<file path="src/rtl/proc0_pkg.sv">
// Shared constants for the operand stack: command codes, error codes and default geometry.
package proc0_pkg;

  localparam int unsigned DefWidth = 8;
  localparam int unsigned DefDepth = 16;

  localparam logic [2:0] CmdNop   = 3'd0;
  localparam logic [2:0] CmdPush  = 3'd1;
  localparam logic [2:0] CmdPop   = 3'd2;
  localparam logic [2:0] CmdDup   = 3'd3;
  localparam logic [2:0] CmdSwap  = 3'd4;
  localparam logic [2:0] CmdRepl2 = 3'd5;

  localparam logic [1:0] ErrNone    = 2'd0;
  localparam logic [1:0] ErrUnder   = 2'd1;
  localparam logic [1:0] ErrOver    = 2'd2;
  localparam logic [1:0] ErrIllegal = 2'd3;

endpackage

</file>
<file path="src/rtl/stack_regfile.sv">
// Backing storage for the entries below nos. Entry i holds stack position i (0 = bottom),
// so with count entries live the next write lands at count-2 and the entry just below
// nos is read from count-3.
module stack_regfile
  import proc0_pkg::*;
#(
  parameter int unsigned WIDTH = DefWidth,
  parameter int unsigned DEPTH = DefDepth
) (
  input  logic                       clk,
  input  logic                       we,
  input  logic [$clog2(DEPTH):0]     count,
  input  logic [WIDTH-1:0]           wdata,
  output logic [WIDTH-1:0]           rdata
);

  localparam int unsigned Entries = DEPTH - 2;
  localparam int unsigned AW      = $clog2(Entries);
  localparam int unsigned CW      = $clog2(DEPTH) + 1;

  logic [WIDTH-1:0] mem [Entries];
  logic [AW-1:0]    waddr;
  logic [AW-1:0]    raddr;

  assign waddr = AW'(count - CW'(2));
  assign raddr = AW'(count - CW'(3));

  // Async read; the caller masks the result when fewer than three entries are live.
  assign rdata = mem[raddr];

  // Single write port: spill the old nos when a new element goes on top.
  always_ff @(posedge clk) begin
    if (we) begin
      mem[waddr] <= wdata;
    end
  end

endmodule

</file>
<file path="src/rtl/operand_stack.sv">
// Operand stack with registered tos/nos and a register file for deeper entries.
// Optional macro OPERAND_STACK_TRAP_EN: errors become sticky and freeze the stack until reset.
module operand_stack
  import proc0_pkg::*;
#(
  parameter int unsigned WIDTH = DefWidth,
  parameter int unsigned DEPTH = DefDepth
) (
  input  logic                   clk,
  input  logic                   reset,
  input  logic                   cmd_valid,
  input  logic [2:0]             cmd,
  input  logic [WIDTH-1:0]       din,
  output logic [WIDTH-1:0]       tos,
  output logic [WIDTH-1:0]       nos,
  output logic [$clog2(DEPTH):0] count,
  output logic                   empty,
  output logic                   full,
  output logic                   err,
  output logic [1:0]             err_code
);

  localparam int unsigned CW = $clog2(DEPTH) + 1;

  logic [WIDTH-1:0] tos_q, tos_d;
  logic [WIDTH-1:0] nos_q, nos_d;
  logic [CW-1:0]    count_q, count_d;
  logic             err_q, err_d;
  logic [1:0]       err_code_q, err_code_d;

  logic             rf_we;
  logic [WIDTH-1:0] rf_rdata;
  logic [WIDTH-1:0] below;
  logic [1:0]       code;
  logic             accept;

  stack_regfile #(
    .WIDTH (WIDTH),
    .DEPTH (DEPTH)
  ) u_regfile (
    .clk   (clk),
    .we    (rf_we),
    .count (count_q),
    .wdata (nos_q),
    .rdata (rf_rdata)
  );

  // Entry below nos reads as zero when it does not exist.
  assign below = (count_q >= CW'(3)) ? rf_rdata : '0;

  // Classify the command; an illegal code wins over under/overflow.
  always_comb begin
    code = ErrNone;
    case (cmd)
      CmdNop:  code = ErrNone;
      CmdPush: if (count_q == CW'(DEPTH)) code = ErrOver;
      CmdPop:  if (count_q == '0) code = ErrUnder;
      CmdDup: begin
        if (count_q == '0) code = ErrUnder;
        else if (count_q == CW'(DEPTH)) code = ErrOver;
      end
      CmdSwap, CmdRepl2: if (count_q < CW'(2)) code = ErrUnder;
      default: code = ErrIllegal;
    endcase
  end

  // Next-state for the stack registers and the error reporting.
  always_comb begin
    tos_d   = tos_q;
    nos_d   = nos_q;
    count_d = count_q;
    rf_we   = 1'b0;
`ifdef OPERAND_STACK_TRAP_EN
    err_d      = err_q;
    err_code_d = err_code_q;
    accept     = cmd_valid && !err_q;
`else
    err_d      = 1'b0;
    err_code_d = ErrNone;
    accept     = cmd_valid;
`endif
    if (accept) begin
      if (code != ErrNone) begin
        err_d      = 1'b1;
        err_code_d = code;
      end else begin
        case (cmd)
          CmdPush: begin
            nos_d   = tos_q;
            tos_d   = din;
            count_d = count_q + CW'(1);
            rf_we   = (count_q >= CW'(2));
          end
          CmdPop: begin
            tos_d   = nos_q;
            nos_d   = below;
            count_d = count_q - CW'(1);
          end
          CmdDup: begin
            nos_d   = tos_q;
            count_d = count_q + CW'(1);
            rf_we   = (count_q >= CW'(2));
          end
          CmdSwap: begin
            tos_d = nos_q;
            nos_d = tos_q;
          end
          CmdRepl2: begin
            tos_d   = din;
            nos_d   = below;
            count_d = count_q - CW'(1);
          end
          default: ;
        endcase
      end
    end
  end

  // State registers with synchronous reset that overrides any command.
  always_ff @(posedge clk) begin
    if (reset) begin
      tos_q      <= '0;
      nos_q      <= '0;
      count_q    <= '0;
      err_q      <= 1'b0;
      err_code_q <= ErrNone;
    end else begin
      tos_q      <= tos_d;
      nos_q      <= nos_d;
      count_q    <= count_d;
      err_q      <= err_d;
      err_code_q <= err_code_d;
    end
  end

  assign tos      = tos_q;
  assign nos      = nos_q;
  assign count    = count_q;
  assign empty    = (count_q == '0);
  assign full     = (count_q == CW'(DEPTH));
  assign err      = err_q;
  assign err_code = err_code_q;

endmodule
</file>
<file path="config.mk">
export PLATFORM = sky130hd
export DESIGN_NAME = operand_stack
export DESIGN_NICKNAME = d
export VERILOG_FILES = /design/src/rtl/proc0_pkg.sv /design/src/rtl/stack_regfile.sv /design/src/rtl/operand_stack.sv
export SDC_FILE = /design/constraint.sdc
export NUM_CORES = 1
export LEC_CHECK = 0
export CAP_MARGIN = 20
export CORE_ASPECT_RATIO = 0.8
export CORE_MARGIN = 5
export CORE_UTILIZATION = 50
export DETAILED_ROUTE_END_ITERATION = 6
export PLACE_DENSITY = 0.78
export SYNTH_ARGS = -nofsm -noshare
export SYNTH_HDL_FRONTEND = slang
export SYNTH_SLANG_ARGS = --single-unit
</file>
<file path="constraint.sdc">
create_clock -name clk -period 9.5 [get_ports clk]
set_clock_uncertainty 0.15 [all_clocks]
set_input_delay 1.425 -clock clk [delete_from_list [all_inputs] [get_ports clk]]
set_output_delay 1.425 -clock clk [all_outputs]
set_load 0.01 [all_outputs]
</file>
==> out/metrics.csv <==
stage,metric,value,unit
floorplanning,core,11600,um2
floorplanning,start_util,51.1,%
cells_and_area,layout-drive-gt1-share,24.9,%
critical_path,worst-r2r-cell-count,8,
drt,drc,6,
floorplanning,ios,40,
sta,max_freq,224,MHz
sta,fin_crit,4460,ps
critical_path,cp_slowest_stage_delay,740,ps
global_route,grt-ovfl-total,0,
sta,maxSlewHeadroom,33.8,%
placed_design,place_area,6430,um2
cts,cts_sinks,136,
yosys,synth_top_family_by_area,multiplexers,
status,status,"finished, violations left",
sta,setup-violations-final,0,
yosys,syn_area,5910,um2
yosys,syn_nets,372,
critical_path,end_kind,register,
drt,routedWlPerCell,22.3,um
sta,fin_crit_sh,46.9,%
global_route,grt_pass1_wl,19.3,mm
cts,post_cts_resized,0,
sta,finalSetupTns,0,ps
min_path,hold_path.class,reg -> reg,
drt,ant_nets,0,
critical_path,crit_chain,"clkdlybuf4s50_1, nor2b_1, a21oi_1, buf_4, inv_1, ha_1, a21o_1, a21oi_1, xnor2_1, or3_1, a21oi_1",
cts,clk_path_buf_depth,2,
yosys,syn_inst,348,
floorplanning,rows,35,
sta,rsz0062_at_grt,false,
power,leakagePower,2.45,nW
critical_path,arrival,4630,ps
power,powerDensity,202,nW/um2
critical_path,cp_common_cell,a21oi_1,
cts,cts_tree,built,
yosys,async_flop_share,0,%
yosys,synth.avg_cell_area,17.0,um2
cts,post-cts-setup-buffers,0,
yosys,ys_types,46,
drt,first_iter_violations,334,
critical_path,crit_required,9670,ps
floorplanning,die-area,14100,um2
cts,clk_pin_slew_worst_paths,60,ps
critical_path,r2r_setup_slack,6080,ps
drt,vias,3270,
critical_path,path_max_fanout,12,
cells_and_area,multiInputGateArea,1950,um2
floorplanning,die_y,107,um
drt,drt-total-wl,12.4,mm
yosys,yosys.area_share.simple,6.27,%
critical_path,r2r_start,count[0]$_SDFFE_PP0P_,
yosys,synthFlopType,edfxtp_1,
placed_design,portBuffers,39,
sta,hold_viol,0,
cells_and_area,antennaDiodeCount,0,
critical_path,r2r_end,u_regfile.mem[2][2]$_DFFE_PP_,
cells_and_area,final_area,7070,um2
global_route,grtUsageTotal,18.3,%
drt,drtPass1Iterations,7,
cts,cts-root-buf,clkbuf_16,
yosys,synth_xor_area_share,1.50,%
run,max-cap-violations,0,
critical_path,path_class,in -> reg,
critical_path,crit_path_start,cmd[0],
cells_and_area,regArea,3840,um2
critical_path,cp-start-kind,input port,
cts,cts_buffers,17,
critical_path,slowest_stage,nor2b_1,
cts,holdBufCountCts,0,
yosys,synth-compound-area-share,5.99,%
yosys,yosysSeqAreaShare,65.1,%
cts,htree_num_levels,4,
cts,insertion_delay,410,ps
placed_design,place.gp.congestion,0.821,
global_route,grt_start_max_net_pins,33,
drt,viasPerCell,5.86,
cells_and_area,nets,421,
yosys,synth_seq_cells,136,
status,violations,DRC,
critical_path,cp-endpoint,count[4]$_SDFFE_PP0P_,
sta,fin_hold_ws,426,ps
yosys,synth_mux_area_share,16.9,%
floorplanning,fp.dieW,132,um
yosys,synth_fa_ha_area_share,2.25,%
placed_design,hpwl,8.02,mm
sta,tightest_slew,989,ps
yosys,synth_edf_count,112,
global_route,grt_pass1_vias,3262,
power,peakVddDrop,0.000138,V
cells_and_area,area_growth,19.7,%
global_route,antenna_found_initial,0,
cells_and_area,fill_cells,848,
yosys,yosys_warnings,0,
sta,slew_violations,0,
[cell type report]
class | count | share of cell area (%)
Sequential cell | 136 | 54.4
Tap cell | 148 | 2.62
Inverter | 6 | 0.319
Timing Repair Buffer | 46 | 6.55
Clock buffer | 17 | 6.02
Clock inverter | 15 | 2.60
Multi-Input combinational cell | 190 | 27.5
[registers in the layout, indices dropped and copies added (netlist names)]
register	cells
err_code	2
u_regfile.mem	112
nos	8
count	5
err	1
tos	8
[per-stage QoR]
stage	cells	worst slack (ps)	util, %	total power [W]
6_report	558	5040	61.2	0.00143
4_1_cts	557	5100	60.9	0.00144
3_3_place_gp	525	4800	55.6	0.000766
5_1_grt	558	4880	61.2	0.00148
2_1_floorplan	348	6030	-	0.000732
3_5_place_dp	525	4700	55.6	0.000769
[per-layer routing]
layer	vias to the layer above	global-route usage [%]	share of wire [%]
li1	1477	-	-
met2	118	27.1	46
met3	7	5.02	7.2
met5	-	0	0
met1	1668	26.9	46
met4	0	4.77	0.55
[synthesized netlist by cell type (all sizes together), types with 2 or more instances]
| library cell | instances | share of area [%] |
|---|---|---|
| nand2 | 4 | 0.25 |
| edfxtp | 112 | 57 |
| clkbuf | 4 | 0.25 |
| mux2i | 13 | 2.2 |
| nand2b | 3 | 0.32 |
| a211oi | 9 | 1.7 |
| mux4 | 23 | 9.0 |
| nor2b | 3 | 0.32 |
| dfxtp | 24 | 8.1 |
| mux2 | 30 | 5.7 |
| or3 | 2 | 0.21 |
| and3 | 7 | 0.74 |
| a21o | 2 | 0.25 |
| o21ai | 5 | 0.42 |
| a221oi | 7 | 1.8 |
| a21oi | 9 | 0.76 |
| xnor2 | 5 | 0.74 |
| ha | 9 | 1.9 |
| buf | 12 | 1.3 |
| nor3b | 2 | 0.25 |
| xor2 | 3 | 0.76 |
| inv | 6 | 0.38 |
| nor2 | 26 | 1.8 |
| nand4b | 2 | 0.30 |
| and2 | 14 | 1.5 |
[cell families (layout without fill, tap and decap cells)]
family / count (synthesis) / count (layout)
DFF: 136 / 136
and+or+nand+nor: 67 / 67
muxes: 66 / 66
AOI/OAI and AO/OA: 39 / 39
buffers and inverters: 22 / 84
adders and majority gates: 10 / 10
xor gates and xnor gates: 8 / 8
[cells in the final DEF, fill, tap and decap left out, types with 2 or more instances in the layout]
cell / n
a211oi_1: 2
a211oi_2: 7
a21o_1: 2
a21oi_1: 9
a221oi_2: 7
and2_1: 14
and3_1: 7
buf_4: 6
bufinv_16: 4
clkbuf_16: 17
clkdlybuf4s50_1: 39
clkinv_1: 3
clkinv_2: 4
clkinv_4: 2
clkinvlp_4: 2
dfxtp_1: 24
edfxtp_1: 112
ha_1: 9
inv_1: 5
mux2_2: 29
mux2i_1: 13
mux4_1: 4
mux4_2: 19
nand2_1: 4
nand2b_1: 3
nand4b_1: 2
nor2_1: 25
nor2b_1: 3
nor3b_1: 2
o21ai_0: 4
or3_1: 2
xnor2_1: 5
xor2_1: 2
[worst min path at each step]
stage                                      from  slack [ps]  cells after the start               endpoint
after floorplan           count[4]$_SDFFE_PP0P_         400                      2  count[4]$_SDFFE_PP0P_
after global placement      tos[4]$_SDFFE_PP0P_         390                      2    tos[4]$_SDFFE_PP0P_
after global routing      count[4]$_SDFFE_PP0P_         460                      2  count[4]$_SDFFE_PP0P_
after detailed placement    tos[0]$_SDFFE_PP0P_         410                      2    tos[0]$_SDFFE_PP0P_
final                       tos[0]$_SDFFE_PP0P_         430                      2    tos[0]$_SDFFE_PP0P_
after CTS                   tos[0]$_SDFFE_PP0P_         420                      2    tos[0]$_SDFFE_PP0P_
[critical path, delay by kind of cell]
family	cells	cell delay [ps]
simple gates	2	1050
fa+ha+maj	1	330
compound gates	4	680
buf+inv	3	1050
xor+xnor	1	90
[power breakdown]
group	leakage, nW	internal, W	switching, W
Clock	0.295	0.000434	0.000236
Combinational	0.931	0.0000474	0.0000495
Sequential	1.23	0.000651	0.0000105
Total	2.45	0.00113	0.000296
(Power assumes the default switching activity.)
